**config.mk**
```make
export PLATFORM = sky130hd
export DESIGN_NAME = bvb_loader
export DESIGN_NICKNAME = d
export VERILOG_FILES = /design/src/rtl/bvb_loader.sv
export SDC_FILE = /design/constraint.sdc
export NUM_CORES = 1
export LEC_CHECK = 0
export ABC_CLOCK_PERIOD_IN_PS = 7810
export CORE_ASPECT_RATIO = 1.5
export CORE_MARGIN = 2
export CORE_UTILIZATION = 28
export CTS_CLUSTER_DIAMETER = 200
export DETAILED_ROUTE_END_ITERATION = 10
export GPL_TIMING_DRIVEN = 0
export PLACE_DENSITY = 0.57
export SLEW_MARGIN = 20
export SYNTH_ARGS = -nofsm -noshare
export SYNTH_HDL_FRONTEND = slang
export SYNTH_SLANG_ARGS = --single-unit
export TNS_END_PERCENT = 20
```
**constraint.sdc**
```tcl
create_clock -name clk -period 7.81 [get_ports clk]
set_clock_uncertainty 0.2 [all_clocks]
set_input_delay 1.562 -clock clk [delete_from_list [all_inputs] [get_ports clk]]
set_output_delay 1.562 -clock clk [all_outputs]
set_load 0.02 [all_outputs]
```
**src/rtl/bvb_loader.sv**
```systemverilog
// rtl/bvb_loader.sv - banked vector buffer writer: packs values into ping-pong image slots
module bvb_loader #(
  parameter int val_bits      = 8,
  parameter int ram_width     = 256,
  parameter int ram_splits    = 16,
  parameter int bvb_addr_size = 10
) (
  input  logic                     clk,
  input  logic                     rst,
  input  logic [val_bits-1:0]      val,
  input  logic                     val_fifo_empty,
  output logic                     val_fifo_read,
  output logic                     ram_we,
  output logic [bvb_addr_size:0]   ram_addr,
  output logic [ram_width-1:0]     ram_din,
  output logic [bvb_addr_size:0]   image_start,
  output logic                     image_valid,
  input  logic                     image_release
);

  localparam int vpw    = ram_width / val_bits;
  localparam int lane_w = (vpw > 1) ? $clog2(vpw) : 1;
  localparam int word_w = (ram_splits > 1) ? $clog2(ram_splits) : 1;
  localparam int aw     = bvb_addr_size + 1;

  localparam logic [lane_w-1:0] last_lane  = lane_w'(vpw - 1);
  localparam logic [word_w-1:0] last_word  = word_w'(ram_splits - 1);
  localparam logic [aw-1:0]     slot1_base = aw'(ram_splits);

  typedef enum logic {FILL, WAIT_REL} state_t;

  state_t               state, state_nx;
  logic [lane_w-1:0]    lane;
  logic [word_w-1:0]    word;
  logic                 fill_slot;
  logic [ram_width-1:0] pack, pack_nx;
  logic                 img_pend;     // the ram_we now on the bus is the last word of an image
  logic                 accept;
  logic                 word_done;
  logic                 publish;
  logic [aw-1:0]        slot_base;

  // State register
  always_ff @(posedge clk or negedge rst) begin
    if (!rst) state <= FILL;
    else      state <= state_nx;
  end

  // Next state: stall after an image when the reader still owns the other slot
  always_comb begin
    state_nx = state;
    case (state)
      FILL:     if (img_pend && image_valid && !image_release) state_nx = WAIT_REL;
      WAIT_REL: if (image_release) state_nx = FILL;
      default:  state_nx = FILL;
    endcase
  end

  // Outputs of the FSM: pop whenever filling and data is present
  always_comb begin
    val_fifo_read = rst && (state == FILL) && !val_fifo_empty;
  end

  // Handshake decodes shared by the datapath and image bookkeeping
  always_comb begin
    accept    = val_fifo_read;
    word_done = accept && (lane == last_lane);
    slot_base = fill_slot ? slot1_base : '0;
    publish   = ((state == FILL) && img_pend && (!image_valid || image_release)) ||
                ((state == WAIT_REL) && image_release);
  end

  // Pack word with the value accepted this cycle merged in
  always_comb begin
    pack_nx = pack;
    if (accept) pack_nx[lane*val_bits +: val_bits] = val;
  end

  // Packing datapath and RAM write port; next word packs while this one is written
  always_ff @(posedge clk or negedge rst) begin
    if (!rst) begin
      lane     <= '0;
      word     <= '0;
      pack     <= '0;
      ram_we   <= 1'b0;
      ram_addr <= '0;
      ram_din  <= '0;
      img_pend <= 1'b0;
    end else begin
      pack     <= pack_nx;
      ram_we   <= word_done;
      img_pend <= word_done && (word == last_word);
      if (accept) lane <= word_done ? '0 : lane + 1'b1;
      if (word_done) begin
        ram_din  <= pack_nx;
        ram_addr <= slot_base + aw'(word);
        word     <= (word == last_word) ? '0 : word + 1'b1;
      end
    end
  end

  // Image ownership: publish completed slot, swap slots, or drop ownership on release
  always_ff @(posedge clk or negedge rst) begin
    if (!rst) begin
      image_start <= '0;
      image_valid <= 1'b0;
      fill_slot   <= 1'b0;
    end else if (publish) begin
      image_start <= slot_base;
      image_valid <= 1'b1;
      fill_slot   <= ~fill_slot;
    end else if (image_release) begin
      image_valid <= 1'b0;
    end
  end

endmodule
```
* Word level (Yosys, flattened, before mapping)
Cells that the tools add are included.
** Storage, ports and cells
- Input port bits :: 12
- Output and inout port bits :: 281
- Logic and storage cells :: 46
- Bits in registers :: 548
** Operators by class
- Add/sub/neg operators :: 4
- Equal/unequal tests :: 2
- Bitwise operators :: 2
- Shift operators :: 2
- Mux-type cells :: 10
- Reduce and logical (&&, ||, !) cells :: 15
** Operators by type and width (number)
- bitwise mux 256 bit :: 1
- 2-to-1 mux 256 bit :: 1
- variable shift 8 x 34 -> 256 bit (first input constant) :: 1
- variable part select 8 x 34 -> 256 bit :: 1
- negator 8 -> 34 bit :: 1
- 2-to-1 mux 5 bit :: 2
- logical AND 1 bit :: 9
- adder 5 x 4 -> 6 bit :: 1
- adder 5 x 1 -> 5 bit (second input constant) :: 1
- equality test 5 bit (second input constant) :: 1
- adder 4 x 1 -> 4 bit (second input constant) :: 1
- equality test 4 bit (second input constant) :: 1
- 2-to-1 mux 1 bit :: 4
- 2-to-1 mux 4 bit :: 1
- zero test 1 bit :: 3
- logical OR 1 bit :: 2
- NOT 1 bit :: 2
- one-hot mux 1 bit (2 select lines) :: 1
- nonzero test 2 bit :: 1

* Depth between registers and ports, before layout
- Depth in word-level cells :: 5
- Gate-level depth with buffers :: 15

* Worst setup path before layout
Ideal clock, no wire load.
- Kind :: in2out
- Start :: input port val_fifo_empty
- End :: output port val_fifo_read
- Setup slack :: 3757 ps
- Buffers on the path :: 0
- Required time :: 6048 ps
- Stages on the path :: 2
- Arrival time :: 2291 ps
- Cell sequence :: or3b_2 -> inv_1
** On the way
- Longest elaborated chain between the ends :: 2
** Ends and longest elaborated chain
- from (decl) :: line 11 : input logic val_fifo_empty,
- zero test 1 bit :: line 61 : val_fifo_read = rst && (state == FILL) && !val_fifo_empty;
- logical AND 1 bit :: line 61
- to (decl) :: line 12 : output logic val_fifo_read,
No other way between the ends.

* Worst setup path in the final report
- Start :: input port rst
- End :: output port val_fifo_read
** On the way
- Longest elaborated chain between the ends :: 2
** Ends and longest elaborated chain
- from (decl) :: line 9 : input logic rst,
- logical AND 1 bit (2 in series) :: line 61
No other way between the ends.

==> results.md <==
- Outcome: finished clean
- GP Congestion: 0.8922
- Filler cell count: 7648
- Total Wirelength: 82060 um
- All-Layer GR Usage: 0.2072
- Commonest non-fill, non-tap cell in the layout: dfrtp_1
- DR pass1 iterations: 5
- Worst-Skew Late Latency: 0.62 ns
- Post-route ant nets: 0
- R2R cell count: 13
- Met2 usage: 0.3585
- P&R area growth vs syn: 28.33%
- Port Buffer Count: 271
- Initial Util: 0.2834
- Clk sinks: 532
- Worst-path clk slew: 0.06 ns
- Hold EP: pack[91]
- Row count: 123
- Pwr Total: 0.008634 W
- CP Max Fanout: 101
- RSZ-0062 raised after global routing: false
- Final setup vio count: 0
- Worst Setup Path Type: primary input to output pin
- Area leader, netlist: dfrtp_1
- Number of synthesized flops with an enable pin: 0
- R2r startpoint: lane[0]
- Post-DP HPWL: 60670 um
- Setup Fix Bufs, Post-CTS: 0
- Number of distinct library cells after synthesis: 51
- Most used DFF post-synth: dfrtp_1
- Vias in the first global route: 17710
- Worst-Margin Slew: 1.172 ns
- Avg WL per Cell: 23.69 um
- DR vias/cell: 5.038
- Synth area leaders: dfrtp_1 (63%), nand2_1 (7.1%), a31oi_1 (5.3%)
- Root Buffer: clkbuf_16
- Clock buffer depth: 3
- #FFs+latches synth: 532
- Core Util, Final: 0.3637
- Initial antenna violation count: 2
- Netlist Area Pre-Place: 0.02129 mm^2
- Most frequent cells in the layout: dfrtp_1 (532), nand2_1 (404), clkdlybuf4s50_1 (270)
- Peak-usage layer in the global routing report: met2
- Post-synthesis sequential area ratio: 0.6254
- Multi-input gate area: 0.007279 mm^2
- Mean Syn Cell Area: 10.27 um^2
- Met3 Resource Use GR: 0.05392
- Core box area: 0.07510 mm^2
- Setup Total Neg Slack: 0 ns
- Async SR Flop Fraction: 1.000
- Slew Viols, Final: 0
- CTS-repair resized insts: 0
- Num CTS Buffers: 53
- Final worst slack: 1.612 ns
- Mapped Cells: 2073
- Via count: 17450
- Crit path time final: 6.198 ns
- Crit path DAT: 4.44 ns
- CTS tree: done
- Top cell type's share of synthesized area: 0.6254
- Worst Hold Class: flip-flop to flip-flop
- Min-delay src: pack[91]
- # nets final: 2437
- Reg-to-reg endpoint: ram_din[58]
- Leak: 12.94 nW
- First-pass GRT wire length: 119100 um
- Largest net degree at the start of global routing: 107
- Flop2flop setup slack: 2.84 ns
- Global route total overflow: 0
- Die ar.: 0.07829 mm^2
- Hold buffer count at CTS: 0
- Period utilization: 0.7936
- Antenna Cells: 0
- Startpoint types: primary input
- Data required, critical path: 6.05 ns
- Hold Crit Depth: 2
- Fmax: 161.3 MHz
- Remaining DRCs: 0
- Chip Height: 341.7 um
- Max IR drop VDD: 168.1 uV
- Reg area: 0.01331 mm^2
- Synth Warn #: 0
- H-tree Lvls: 2
- Fin. Hold Viols: 0
- Hold slack final: 0.2616 ns
- Slew headroom: 0.2190
- DR iter-0 viols: 1358
- Ratio of cells with drive above 1 in the final layout: 0.1080
- Max Cap Viol: 0
- Crit end category: output pin
- Io pins: 293
- Met1 GRT Util: 0.2357
- Die width: 229.1 um
- DP Worst Slack: 1.390 ns
- Pwr dens: 316.1 mW/mm^2
==> worst max-delay path: stages <==
cell and delay [ns]:
buf_8 0.34, buf_16 0.41, buf_16 0.41, or3b_2 0.57
inv_1 0.23, clkdlybuf4s50_1 0.77
==> metrics by stage <==
stage                     std cells  area (um^2)
after floorplan                2088        21340
after global placement         3359        25310
after detailed placement       3365        25470
after CTS                      3464        27320
after global routing           3464        27320
final                          3464        27320
==> how the worst max path moves through the flow <==
stage / startpoint / endpoint / cells past startpoint
6_report: rst / val_fifo_read / 6
5_1_grt: rst / val_fifo_read / 6
4_1_cts: rst / val_fifo_read / 6
3_5_place_dp: rst / ram_din[161] / 11
3_3_place_gp: rst / pack[137] / 1
2_1_floorplan: val_fifo_empty / val_fifo_read / 2
==> power by group <==
group / switching [W] / total [W] / internal, W
sequential: 0.000247 / 0.00353 / 0.00328
combinational: 0.00161 / 0.00237 / 0.000767
clock: 0.00115 / 0.00273 / 0.00158
total: 0.00300 / 0.00863 / 0.00564
==> logic make-up after synthesis <==
family,Yosys count,share of synthesized area
flip-flops,532,0.6254
XOR/XNOR,5,0.002057
AND/OR/NAND/NOR,888,0.1816
other,1,0.0001762
buffers and inverters,172,0.03550
adder cells (fa/ha/maj),5,0.002939
multiplexers,98,0.05202
AO/OA/AOI/OAI,372,0.1003
==> state kept, by name (all words and copies together), names as in the netlist <==
signal       cells
word             4
img_pend         1
fill_slot        1
lane             5
image_start      1
state            1
image_valid      1
ram_addr         5
ram_din        256
ram_we           1
pack           256
==> metal layers <==
metal  routed length (um)  share of wire  vias to the layer above
li1                     -              -                     7801
met5                    0              0                        -
met4                 4455          0.054                        0
met2                40640           0.50                      661
met1                30850           0.38                     8830
met3                 6111          0.074                      160
==> synth_stat cells (4+ instances only) <==
| master | instances |
|---|---|
| dfrtp_1 | 532 |
| nand3b_1 | 4 |
| buf_2 | 25 |
| nor2_1 | 252 |
| nand3_1 | 88 |
| buf_4 | 17 |
| a21oi_1 | 70 |
| nand2b_1 | 5 |
| nor3_1 | 7 |
| o21ai_0 | 101 |
| inv_1 | 6 |
| or2_2 | 15 |
| a31oi_1 | 182 |
| ha_1 | 5 |
| xnor2_1 | 4 |
| and2_1 | 10 |
| or3_1 | 18 |
| a21o_1 | 4 |
| clkbuf_1 | 108 |
| buf_1 | 13 |
| nand4_1 | 60 |
| mux2_2 | 93 |
| nand2_1 | 404 |
==> area by class of cell <==
cell class | instances | share of cell area
Inverter | 7 | 0.0009618
Clock buffer | 73 | 0.05652
Buffer | 165 | 0.02689
Clock inverter | 26 | 0.01122
Tap cell | 1000 | 0.04580
Sequential cell | 532 | 0.4873
Multi-Input combinational cell | 1384 | 0.2665
Timing Repair Buffer | 277 | 0.1048
Note: power is estimated with default switching activity, not from simulation.
==> edit 1: new RTL, same flow settings <==
`ram_width`: 256 -> 512.
--- a/src/rtl/bvb_loader.sv
+++ b/src/rtl/bvb_loader.sv
@@ -1,7 +1,7 @@
 // rtl/bvb_loader.sv - banked vector buffer writer: packs values into ping-pong image slots
 module bvb_loader #(
   parameter int val_bits      = 8,
-  parameter int ram_width     = 256,
+  parameter int ram_width     = 512,
   parameter int ram_splits    = 16,
   parameter int bvb_addr_size = 10
 ) (
Interface: changed (resized ram_din); port bits go from 293 to 549. The function was not compared with the original's and may differ.
==> edit 1 against the original RTL <==
- area after synthesis is 90% higher
- worst setup slack worse by 500 ps
- sequential cell count grew 513
- critical path depth decreased by 1
- cell area up 91%
- critical endpoint unchanged
- total power is 50% higher
- final cell count rose by 83%
- routed wire length up 82%
==> edit 1: results (changes against the original RTL) <==
| Metric | Value |
|---|---|
| Register area share after synthesis | `0.646 (+0.0202)` |
| Gr usage total | `0.201 (-0.00639)` |
| Final TNS setup | `0 ps (unchanged)` |
| Largest regs | `pack (512), ram_din (512), lane (6)` |
| CTS Root Cell | `clkbuf_16` |
| FFs w/ async S/R, synth | `1.00 (unchanged)` |
| Synth unique cells | `64 (+25%)` |
| DP Wirelength | `111 mm (+82%)` |
| PortBufs | `531 (+96%)` |
| H-Tree Depth | `3 (+1)` |
| Number of global-route vias before repair | `30,382 (+72%)` |
| First-pass DRT Iterations | `5 (unchanged)` |
| Setup Fix Bufs, Post-CTS | `0 (unchanged)` |
| Inserted Clock Buffers | `105 (+98%)` |
| Adder-Cell Fraction of Synth Area | `0.00124 (-0.00170)` |
| WL/cell | `23.6 µm (-0.21%)` |
| Multiplexer share of the synthesized area | `0.103 (+0.0505)` |
| HP Class | `register to register` |
| Leak | `25.6 nW (+98%)` |
| Slowest-stage cell, CP | `clkdlybuf4s50_1` |
| Worst slew margin | `0.230 (+0.0113)` |
| Routability Congestion | `0.853 (-4.4%)` |
| Worst path top cell family by delay | `buffers and inverters` |
| Synth cell count leaders | `1,327 x nand2_1, 1,045 x dfrtp_1, 356 x mux2_2` |
| Detailed Route Iter0 Violations | `2,110 (+55%)` |
| Antenna violations before repair | `10 (+8)` |
| CP peak stage delay | `890 ps (+120 ps)` |
| Status | `finished clean` |
| Area contributors post-synth | `dfrtp_1 65%, nand2_1 12%, mux2_2 9.9%` |
| Worst skew pair latency | `750 ps (+130 ps)` |
| Max Root-Sink Buffers | `3 (unchanged)` |
| Post-place setup slack | `355 ps (-1030 ps)` |
| CP Max Fanout | `136 (+35%)` |
| Final nets | `4,361 (+79%)` |
| Max rail drop VDD | `0.000162 V (-3.6%)` |
| CTS clock-pin slew for the worst setup and hold paths | `60 ps (about the same)` |
| Compound-Gate Fraction of Synth Area | `0.0605 (-0.0398)` |
| First-pass GRT wire length | `216 mm (+81%)` |
| Pin count of the biggest net entering global routing | `151 (+41%)` |
| Ys Warns | `0 (unchanged)` |
| Proportion of layout cells with a drive suffix above 1 | `0.150 (+0.0416)` |
| Ys flop type | `dfrtp_1` |
| Post-cts sizing count | `0 (unchanged)` |
| XOR/XNOR Fraction of Synth Area | `0.00213 (+0.0000741)` |
| Drt via density | `4.69 (-6.9%)` |
| Worst Path Arrival | `4940 ps (+500 ps)` |
[edit 1: tightest hold or removal path: stages (launching register included)]
cell and delay (ps):
dfrtp_1 340, nand2_1 50, nand2_1 50
[edit 1: final timing paths]
| kind | start | to | slack (ps) | cells past startpoint |
|---|---|---|---|---|
| worst min-delay path | pack[8] | ram_din[8] | 260 | 2 |
| worst max-delay path | rst | val_fifo_read | 1110 | 5 |
| max in group asynchronous | rst | ram_din[265] | 4530 | 4 |
| worst min register to register | pack[8] | ram_din[8] | 260 | 2 |
| worst max register to register | lane[0] | pack[420] | 2730 | 10 |
| min in group asynchronous | rst | ram_din[286] | 570 | 1 |
[edit 1: logic make-up (layout without fill, tap and decap cells)]
| kind of cell | count (synthesis) | after routing |
|---|---|---|
| AO/OA/AOI/OAI | 388 | 388 |
| XOR/XNOR | 9 | 9 |
| adder cells (fa/ha/maj) | 4 | 4 |
| buffers and inverters | 241 | 981 |
| flip-flops | 1045 | 1045 |
| multiplexers | 370 | 370 |
| other | 1 | 23 |
| AND/OR/NAND/NOR | 1619 | 1619 |
[edit 1: power breakdown]
| part | internal (mW) | switching (mW) |
|---|---|---|
| clock | 2.89 | 2.30 |
| sequential | 5.70 | 0.139 |
| combinational | 0.462 | 1.48 |
[edit 1: per-layer routing]
layer | GRT usage | part of all wire | vias up
li1 | - | - | 13497
met1 | 0.262 | 0.43 | 15127
met2 | 0.319 | 0.46 | 901
met3 | 0.0592 | 0.081 | 172
met4 | 0.0656 | 0.029 | 0
met5 | 0 | 0 | -
[edit 1: area by class of cell]
cell class | instances | area (µm²)
repair buffers | 546 | 5730
multi-input cells | 2406 | 13400
diodes | 7 | 17.5
clock buffers | 149 | 3030
plain buffers | 217 | 963
flip-flops and latches | 1045 | 26200
inverters | 24 | 90.1
well taps | 1892 | 2370
clock inverters | 45 | 460
fillers | 14310 | 91200
[edit 1: per-stage QoR]
step / util / hold WS (ps) / std cells / instance area (µm²) / total power, mW
global placement: 0.337 / 241 / 6115 / 48200 / 7.86
floorplan: - / 233 / 3692 / 40600 / 6.94
detailed placement: 0.340 / 246 / 6130 / 48700 / 7.89
global route: 0.364 / 282 / 6325 / 52200 / 13.5
finish: 0.364 / 256 / 6331 / 52200 / 13.0
CTS: 0.364 / 258 / 6324 / 52200 / 13.1
==> edit 2: new RTL, config.mk and constraints unchanged <==
Made on the original files. Make the reset (`rst`) synchronous in 3 clocked blocks.
--- a/src/rtl/bvb_loader.sv
+++ b/src/rtl/bvb_loader.sv
@@ -41,7 +41,7 @@
   logic [aw-1:0]        slot_base;
 
   // State register
-  always_ff @(posedge clk or negedge rst) begin
+  always_ff @(posedge clk) begin
     if (!rst) state <= FILL;
     else      state <= state_nx;
   end
@@ -77,7 +77,7 @@
   end
 
   // Packing datapath and RAM write port; next word packs while this one is written
-  always_ff @(posedge clk or negedge rst) begin
+  always_ff @(posedge clk) begin
     if (!rst) begin
       lane     <= '0;
       word     <= '0;
@@ -100,7 +100,7 @@
   end
 
   // Image ownership: publish completed slot, swap slots, or drop ownership on release
-  always_ff @(posedge clk or negedge rst) begin
+  always_ff @(posedge clk) begin
     if (!rst) begin
       image_start <= '0;
       image_valid <= 1'b0;
Behaviour: no difference found for any inputs over 4 cycles, from zero or initial values and one cycle with rst low; that may be too few to reach the edited logic, so the function may still have changed.
==> edit 2 against the original RTL <==
- global-route usage up 3.3 points
- cell area fell by 4.2%
- hold slack about the same
- routed wire length up 14%
- sequential cell count stayed put
- synthesized cell count is 9.9% higher
- area after synthesis fell by 4.0%
- worst setup slack improved by 700 ps
Power is not compared: it rests on default switching activity, and its combinational part moved more than twofold at a synthesized area within 25%.
==> edit 2: results (changes against the original RTL) <==
| Metric | Value |
|---|---|
| First-pass DRT Iterations | `6 (+1)` |
| Gr usage total | `0.240 (+0.0328)` |
| CTS clock-pin slew for the worst setup and hold paths | `60 ps (about the same)` |
| Fillers | `7,563 (-1.1%)` |
| Largest regs | `pack (256), ram_din (256)` |
| Area contributors post-synth | `dfxtp_1 52%, o21ai_0 8.6%, a31oi_1 6.8%` |
| GR met3 Demand/Resource | `0.0589 (+0.00496)` |
| Post-cts sizing count | `0 (unchanged)` |
| Synth cell count leaders | `532 x dfxtp_1, 350 x o21ai_0, 260 x a21oi_1` |
| Register area share after synthesis | `0.521 (-0.104)` |
| Met1 Track Usage GR | `0.268 (+0.0320)` |
| WL/cell | `26.1 µm (+10%)` |
| Met2 usage | `0.392 (+0.0331)` |
| CP Max Fanout | `10 (-90%)` |
| DP Wirelength | `68.7 mm (+13%)` |
| Worst skew pair latency | `650 ps (+30 ps)` |
| Number of global-route vias before repair | `19,530 (+10%)` |
| FFs w/ async S/R, synth | `0 (-1.00)` |
| Antenna violations before repair | `3 (+1)` |
| Pin count of the biggest net entering global routing | `15 (-86%)` |
| Detailed Route Iter0 Violations | `1,688 (+24%)` |
| First-pass GRT wire length | `132 mm (+11%)` |
| PortBufs | `275 (+1.5%)` |
| Leak | `8.41 nW` |
| Status | `finished clean` |
| Synth unique cells | `60 (+18%)` |
| Ys Warns | `0 (unchanged)` |
| # diodes | `0 (unchanged)` |
| Final nets | `2,642 (+8.4%)` |
| H-Tree Depth | `2 (unchanged)` |
| Max rail drop VDD | `about 0.00020 V` |
| Routability Congestion | `0.981 (+9.9%)` |
| Worst slew pin tran | `1200 ps (+27.5 ps)` |
| Proportion of layout cells with a drive suffix above 1 | `0.0627 (-0.0452)` |
| Inserted Clock Buffers | `52 (-1.9%)` |
| MaxCap Viol Count | `0 (unchanged)` |
| Drt via density | `5.62 (+12%)` |
| CTS Root Cell | `clkbuf_16` |
| HP Class | `register to register` |
## edit 2: worst paths after layout
kind	startpoint	to	slack [ps]	cells past startpoint
worst max-delay path	lane[0]	ram_din[199]	2310	14
worst min-delay path	ram_addr[3]	ram_addr[3]	260	2
worst max register to register	lane[0]	ram_din[199]	2310	14
worst min register to register	ram_addr[3]	ram_addr[3]	260	2
## edit 2: where the power goes
group          total, mW  switching [mW]  internal [mW]
clock network       2.60            1.14           1.46
logic              0.300           0.246         0.0546
registers           2.72         0.00108           2.71
## edit 2: area by class of cell
class,count,area [µm²],area share
inverter,11,41.3,0.00158
clock buffer,78,1530,0.0584
timing repair buffer,278,2770,0.106
multi-input combinational,1470,8660,0.331
clock inverter,14,191,0.00731
sequential,532,10700,0.407
buffer,280,1180,0.0451
tap,922,1150,0.0441
## edit 2: metrics by stage
stage | cells | hold slack (ps) | worst slack (ps) | utilization | cell area (µm²)
after floorplan | 2293 | 240 | 3850 | - | 20500
after global placement | 3490 | 250 | 2400 | 0.337 | 24400
after detailed placement | 3493 | 250 | 2580 | 0.338 | 24400
after CTS | 3585 | 263 | 2550 | 0.362 | 26200
after global routing | 3585 | 285 | 2100 | 0.362 | 26200
final | 3585 | 261 | 2310 | 0.362 | 26200
## edit 2: metal layers
layer,wire [µm],part of all wire
met3,7200,0.077
met2,42700,0.46
met5,20,0.00021
met1,35100,0.38
met4,8440,0.090
## edit 2: cell families after synthesis
family	share of synthesized area
muxes	0.0162
adders and majority gates	0.00306
other	0.000184
AOI/OAI and AO/OA	0.281
DFF	0.521
xor gates and xnor gates	0.00257
buffers and inverters	0.0598
and+or+nand+nor	0.116
## edit 2: critical path, stage by stage (launching register included)
cell and delay (ps):
dfxtp_1 380, buf_4 190, clkbuf_1 290, clkbuf_1 370
inv_1 90, ha_1 200, clkbuf_1 260, nand2b_1 300
nor2_1 70, ha_1 350, nor4b_2 970, nand3_1 590
clkbuf_1 350, o31ai_1 560, a31oi_1 170
